==> config.mk <==
export PLATFORM = sky130hd
export DESIGN_NAME = mem_port_arbiter
export DESIGN_NICKNAME = d
export VERILOG_FILES = /design/src/rtl/mem_arb_pkg.sv /design/src/rtl/arb_starve_counter.sv /design/src/rtl/mem_port_arbiter.sv
export SDC_FILE = /design/constraint.sdc
export NUM_CORES = 1
export LEC_CHECK = 0
export ABC_CLOCK_PERIOD_IN_PS = 5600
export CAP_MARGIN = 30
export CORE_AREA = 2 2 105 107
export DETAILED_ROUTE_END_ITERATION = 8
export DIE_AREA = 0 0 107 109
export PLACE_DENSITY_LB_ADDON = 0.12
export REMOVE_ABC_BUFFERS = 1
export SYNTH_ARGS = -nofsm -noshare
export SYNTH_HDL_FRONTEND = slang
export SYNTH_SLANG_ARGS = --single-unit
export TNS_END_PERCENT = 10
==> constraint.sdc <==
create_clock -name clk -period 5.6 [get_ports clk]
set_input_delay 1.12 -clock clk [delete_from_list [all_inputs] [get_ports clk]]
set_output_delay 1.12 -clock clk [all_outputs]
set_load 0.01 [all_outputs]
==> src/rtl/mem_arb_pkg.sv <==
// ---------------------------------------------------------------------------
// mem_arb_pkg
// Shared types for the memory-port arbiter that puts the core's instruction
// fetch (I) and load/store (D) ports onto the single MMU bus.
//   arb_state_t     : arbiter FSM state (idle, serving I, serving D)
//   mem_cmd_t       : one registered bus command (we, addr, wdata, wmask)
//   starveCntWidth  : width of the starvation counter for a given limit
// ---------------------------------------------------------------------------
package mem_arb_pkg;

    typedef enum logic [1:0] {
        ARB_IDLE   = 2'd0,
        ARB_BUSY_I = 2'd1,
        ARB_BUSY_D = 2'd2
    } arb_state_t;

    typedef struct packed {
        logic        we;
        logic [31:0] addr;
        logic [31:0] wdata;
        logic [3:0]  wmask;
    } mem_cmd_t;

    localparam mem_cmd_t MEM_CMD_RESET = '0;

    // A limit of 0 disables the counter, but a zero-width vector is illegal,
    // so the counter is never narrower than one bit.
    function automatic int starveCntWidth(input int limit);
        return (limit > 0) ? $clog2(limit + 1) : 1;
    endfunction

endpackage

==> src/rtl/arb_starve_counter.sv <==
// ---------------------------------------------------------------------------
// arb_starve_counter
// Saturating count of arbitration rounds the fetch port has lost in a row.
// Ports:
//   clk        in  core clock
//   rst        in  asynchronous, active-high reset
//   inc_i      in  fetch lost an arbitration round this cycle
//   clr_i      in  fetch was granted this cycle (takes priority over inc_i)
//   at_limit_o out count has reached LIMIT; always 0 when LIMIT is 0
// Parameter LIMIT: saturation value; 0 disables the counter entirely.
// ---------------------------------------------------------------------------
module arb_starve_counter
    import mem_arb_pkg::*;
#(
    parameter int LIMIT = 4
) (
    input  logic clk,
    input  logic rst,
    input  logic inc_i,
    input  logic clr_i,
    output logic at_limit_o
);

    localparam int            CW      = starveCntWidth(LIMIT);
    localparam logic [CW-1:0] LIMIT_C = CW'(LIMIT);

    logic [CW-1:0] count_q;
    logic [CW-1:0] count_d;

    // Saturation is checked with an inequality against the limit so that a
    // zero limit simply freezes the counter at zero.
    always_comb begin
        count_d = count_q;
        if (clr_i) begin
            count_d = '0;
        end else if (inc_i && (count_q != LIMIT_C)) begin
            count_d = count_q + 1'b1;
        end
    end

    always_ff @(posedge clk or posedge rst) begin
        if (rst) begin
            count_q <= '0;
        end else begin
            count_q <= count_d;
        end
    end

    // The counter never exceeds the limit, so equality is the same as >=.
    assign at_limit_o = (LIMIT != 0) && (count_q == LIMIT_C);

endmodule

==> src/rtl/mem_port_arbiter.sv <==
// ---------------------------------------------------------------------------
// mem_port_arbiter
// Shares the single MMU bus between the instruction-fetch (I) and load/store
// (D) ports of the core, one transaction in flight at a time. D normally wins,
// but after STARVE_LIMIT lost rounds I is forced a grant (0 = strict D first).
// Ports:
//   clk, rst                      core clock, asynchronous active-high reset
//   i_req/i_addr                  fetch request, held until i_ack
//   i_rdata/i_ack                 fetch read data and one-cycle completion
//   d_req/d_we/d_addr/d_wdata/d_wmask  load/store request, held until d_ack
//   d_rdata/d_ack                 load data and one-cycle completion
//   mem_req/mem_we/mem_addr/mem_wdata/mem_wmask  registered bus command
//   mem_rdata/mem_ack             bus read data and completion
// Build option ARB_PERF_EN adds perf_i_grants, perf_d_grants and perf_i_stall
// (CNT_W bits, wrapping) counting grants and fetch stall cycles.
// ---------------------------------------------------------------------------
module mem_port_arbiter
    import mem_arb_pkg::*;
#(
    parameter int STARVE_LIMIT = 4
`ifdef ARB_PERF_EN
    ,
    parameter int CNT_W        = 32
`endif
) (
    input  logic        clk,
    input  logic        rst,
    input  logic        i_req,
    input  logic [31:0] i_addr,
    output logic [31:0] i_rdata,
    output logic        i_ack,
    input  logic        d_req,
    input  logic        d_we,
    input  logic [31:0] d_addr,
    input  logic [31:0] d_wdata,
    input  logic [3:0]  d_wmask,
    output logic [31:0] d_rdata,
    output logic        d_ack,
    output logic        mem_req,
    output logic        mem_we,
    output logic [31:0] mem_addr,
    output logic [31:0] mem_wdata,
    output logic [3:0]  mem_wmask,
    input  logic [31:0] mem_rdata,
    input  logic        mem_ack
`ifdef ARB_PERF_EN
    ,
    output logic [CNT_W-1:0] perf_i_grants,
    output logic [CNT_W-1:0] perf_d_grants,
    output logic [CNT_W-1:0] perf_i_stall
`endif
);

    arb_state_t state_q;
    arb_state_t state_d;
    mem_cmd_t   cmd_q;
    mem_cmd_t   cmd_d;

    logic grantI;
    logic grantD;
    logic starveAtLimit;

    // Arbitration only happens in IDLE. A starved fetch beats a pending data
    // access; otherwise data has priority over fetch.
    always_comb begin
        grantI = 1'b0;
        grantD = 1'b0;
        if (state_q == ARB_IDLE) begin
            if (i_req && starveAtLimit) begin
                grantI = 1'b1;
            end else if (d_req) begin
                grantD = 1'b1;
            end else if (i_req) begin
                grantI = 1'b1;
            end
        end
    end

    // A grant captures the winner's fields; they then stay frozen on the bus
    // until mem_ack. Fetches are always reads with no byte enables, while
    // loads pass d_wmask through untouched.
    always_comb begin
        state_d = state_q;
        cmd_d   = cmd_q;
        case (state_q)
            ARB_IDLE: begin
                if (grantI) begin
                    state_d     = ARB_BUSY_I;
                    cmd_d.we    = 1'b0;
                    cmd_d.addr  = i_addr;
                    cmd_d.wdata = '0;
                    cmd_d.wmask = '0;
                end else if (grantD) begin
                    state_d     = ARB_BUSY_D;
                    cmd_d.we    = d_we;
                    cmd_d.addr  = d_addr;
                    cmd_d.wdata = d_wdata;
                    cmd_d.wmask = d_wmask;
                end
            end
            ARB_BUSY_I, ARB_BUSY_D: begin
                if (mem_ack) begin
                    state_d = ARB_IDLE;
                end
            end
            default: begin
                state_d = ARB_IDLE;
            end
        endcase
    end

    // Reset abandons any in-flight access immediately.
    always_ff @(posedge clk or posedge rst) begin
        if (rst) begin
            state_q <= ARB_IDLE;
            cmd_q   <= MEM_CMD_RESET;
        end else begin
            state_q <= state_d;
            cmd_q   <= cmd_d;
        end
    end

    // Fetch loses a round only when it was actually asking and D won.
    arb_starve_counter #(
        .LIMIT(STARVE_LIMIT)
    ) u_starve (
        .clk       (clk),
        .rst       (rst),
        .inc_i     (grantD && i_req),
        .clr_i     (grantI),
        .at_limit_o(starveAtLimit)
    );

    assign mem_req   = (state_q != ARB_IDLE);
    assign mem_we    = cmd_q.we;
    assign mem_addr  = cmd_q.addr;
    assign mem_wdata = cmd_q.wdata;
    assign mem_wmask = cmd_q.wmask;

    // Acks are combinational so the requester sees completion in the same
    // cycle as the bus; an ack arriving while idle is dropped.
    assign i_ack   = (state_q == ARB_BUSY_I) && mem_ack;
    assign d_ack   = (state_q == ARB_BUSY_D) && mem_ack;
    assign i_rdata = mem_rdata;
    assign d_rdata = mem_rdata;

`ifdef ARB_PERF_EN
    logic [CNT_W-1:0] perf_i_grants_q;
    logic [CNT_W-1:0] perf_d_grants_q;
    logic [CNT_W-1:0] perf_i_stall_q;

    // Free-running counters that wrap naturally at 2^CNT_W.
    always_ff @(posedge clk or posedge rst) begin
        if (rst) begin
            perf_i_grants_q <= '0;
            perf_d_grants_q <= '0;
            perf_i_stall_q  <= '0;
        end else begin
            if (grantI) begin
                perf_i_grants_q <= perf_i_grants_q + 1'b1;
            end
            if (grantD) begin
                perf_d_grants_q <= perf_d_grants_q + 1'b1;
            end
            if (i_req && !i_ack) begin
                perf_i_stall_q <= perf_i_stall_q + 1'b1;
            end
        end
    end

    assign perf_i_grants = perf_i_grants_q;
    assign perf_d_grants = perf_d_grants_q;
    assign perf_i_stall  = perf_i_stall_q;
`endif

`ifdef SIMULATION
    // Requesters must hold their request through the ack cycle; the bus
    // transaction is completed regardless.
    assert property (@(posedge clk) disable iff (rst) (state_q == ARB_BUSY_I) |-> i_req)
        else $error("mem_port_arbiter: i_req dropped before i_ack");
    assert property (@(posedge clk) disable iff (rst) (state_q == ARB_BUSY_D) |-> d_req)
        else $error("mem_port_arbiter: d_req dropped before d_ack");
    // A stray ack while idle is tolerated and ignored, but worth flagging.
    assert property (@(posedge clk) disable iff (rst) (state_q == ARB_IDLE) |-> !mem_ack)
        else $warning("mem_port_arbiter: mem_ack received while idle");
`endif

endmodule

==> metrics.md <==
| Metric | Value |
|---|---|
| Status | finished, final reports clean |
| MaxCap Viol Count | 0 |
| Min Tclk post-route | roughly 3400 ps |
| Reg-to-Reg Start | state_q[1] |
| Final hold vios | 0 |
| Final #Nets | between 500 and 600 |
| Root Buffer | clkbuf_8 |
| Post-synth EDFFs | 0 |
| Max_slew headroom | 49.9% |
| Worst-Skew Late Latency | between 300 and 400 ps |
| Register-to-Register Path Depth | 6 |
| Max Root-Sink Buffers | 2 |
| Diode count | 0 |
| WL/cell | roughly 23 microns |
| Highest net fanout along the worst path | 3 |
| Core footprint | between 0.01 and 0.015 sq mm |
| Seq/Total Area, Yosys | 51.2% |
| Setup Total Neg Slack | 0 ps |
| 1st-pass router iterations | 7 |
| CTS clock-pin slew for the worst setup and hold paths | 90 ps |
| Site row count | 38 |
| Vias in the first global route | around 3000 |
| Met1 WL | about 5400 microns |
| FF-to-FF End | mem_addr[22] |
| Top-Level Pins | 274 |
| R2R Setup Slk | approximately 3000 ps |
| Clock sink total | 74 |
| Arrival @ worst endpoint | 2260 ps |
| Post-CTS setup buffer count | 0 |
| Pleak | 2.20 nW |
| Yosys Warn Count | 0 |
| Period utilization | between 60% and 70% |
| Post-route ant nets | 0 |
| CTS resizes | 0 |
| Post-detail-place hpwl | between 9000 and 10000 microns |
| Crit Path Class | primary input to primary output |
| # setup viols final | 0 |
| Largest net degree at the start of global routing | 49 |
| Fraction of layout cells with a size suffix above 1 | 5.90% |
| Die area | around 0.012 sq mm |
| Hold_buf cts | 0 |
| Most frequent cell after synthesis | dfrtp_1 |
| Remaining Overflow, GRT | 0 |
| Port-buffer cells | 177 |
| Max incr delay on CP | between 500 and 600 ps |
| Metal2 WL | 5360 microns |
| Initial antenna violation count | 0 |
| DR iter-0 viols | around 280 |
| Cell mode on critical path | clkdlybuf4s50_1 |
| Slew Viols, Final | 0 |
| Die height | roughly 110 microns |
| GP Congestion | roughly 0.75 |
| CTS tree | done |
| Die X | roughly 110 microns |
| FMAX | 295 MHz |
| Cts bufs inserted | 9 |
| Power Dens Cells | 529 mW/mm^2 |
| Worst-path cell chain | clkdlybuf4s50_1 > and2_1 > clkdlybuf4s50_1 |
| DP Area | 0.00503 sq mm |
| Worst-Margin Slew | 751 ps |
| Synth top cells by count | dfrtp_1 (74), buf_4 (67), a221o_1 (37), and2_1 (34), a22o_1 (33) |
| Met3 routed WL | 2100 microns |
| Area growth syn-to-layout | 44.9% |
| Drt via density | 5.15 |
| Vias post-DR | ~2900 |
| Dominant synthesized flop cell | dfrtp_1 |
| Synth cell types | 25 |
| Max Used Layer | met4 |
| Global-route wire length before repair | 18800 microns |
| Synth area leader | dfrtp_1 |
| # H-tree levels | 3 |
| Mean post-synth cell area | between 10 and 15 sq um |
| Async S/R FF share, synth | 100% |
| Routed wire length | 12900 microns |
| Synth area leaders | dfrtp_1 (51%), buf_4 (14%), a221o_1 (10%), a22o_1 (8.0%), and2_1 (5.9%) |
| CP Launch Point | mem_ack |
| Worst hold path type | flip-flop to flip-flop |
| Setup crit end | d_ack |
| Startpoint types | primary input |
| All-layer global routing usage | 22.2% |
| Synth Register Bits | 74 |
| Starting density of the core | between 30% and 40% |
| Clock skew | ~10 ps |
| Worst vdd ir | 222 uV |
| Post-Syn Area | 0.00362 sq mm |
| RSZ-0062 raised after global routing | no |
| Data required, critical path | 4480 ps |
| Post-Synthesis Cells | 309 |
| Synth top area share | 51.2% |
| Design Area, Final | about 0.0052 sq mm |
| DR DRC count | 0 |
| Worst path slowest cell | clkdlybuf4s50_1 |
| Critical Path Sink Type | primary output |
-- power by group --
group,switching (mW),internal [mW],total (mW)
combinational,0.594,0.802,1.40
clock,0.222,0.223,0.444
sequential,0.141,0.794,0.935
-- area by class of cell --
type,instances,area [sq um]
timing repair buffer,181,1800
fill,958,5360
sequential,74,1850
clock inverter,6,72.6
inverter,6,23.8
tap,140,175
multi-input combinational,147,1180
clock buffer,10,138
-- metrics by stage --
stage	instances	util, %	hold slack, ps	total power, mW	setup WS (ps)
finish	564	49.4	511	2.77	2220
floorplan	227	-	475	1.57	2280
detailed placement	548	47.5	490	2.34	1960
global route	564	49.4	524	2.97	2170
global placement	548	47.5	487	2.34	1990
CTS	564	49.4	515	2.81	2210
-- routing by layer --
metal,GRT usage (%),vias to the layer above
met5,5.36,-
met4,4.45,0
met3,16.3,10
met2,29.6,226
met1,28.4,1386
li1,-,1281
-- state kept, by name (all words and copies together) (netlist names) --
signal,count
mem_addr,32
mem_wdata,32
mem_wmask,4
u_starve.count_q,3
state_q,2
mem_we,1
-- critical path: cells and delay by family --
kind / cells / cell delay (ps)
buf+inv: 2 / 1010
simple gates: 1 / 130
-- how the worst min path moves through the flow --
| stage | startpoint | endpoint | slack, ps | depth (start not counted) |
|---|---|---|---|---|
| 3_5_place_dp | mem_wdata[11] | mem_wdata[11] | 490 | 1 |
| 5_1_grt | mem_wdata[9] | mem_wdata[9] | 520 | 1 |
| 4_1_cts | mem_wdata[17] | mem_wdata[17] | 510 | 1 |
| 2_1_floorplan | u_starve.count_q[1] | u_starve.count_q[1] | 480 | 2 |
| 6_report | mem_wdata[9] | mem_wdata[9] | 510 | 1 |
| 3_3_place_gp | mem_wdata[11] | mem_wdata[11] | 490 | 1 |
-- placed cells by master (no fill, tap or decap), drive strengths merged, types with 3 or more instances in the layout --
cell type and count:
buf 4, nand3 6, and2 34, nand2b 6, clkdlybuf4s50 177, o21ai 4
a21oi 6, inv 7, dfrtp 74, ha 5, a22o 33, clkinv 3
a221o 37, nand2 5, clkbuf 10
-- logic make-up (layout without fill, tap and decap cells) --
family          after synthesis  in the layout  share of synthesized area (%)
simple gates                 56             56                           9.10
buf+inv                      88            203                           16.5
fa+ha+maj                     5              5                           1.73
compound gates               86             86                           21.5
flops                        74             74                           51.2
Power figures use the tool's default switching activity.
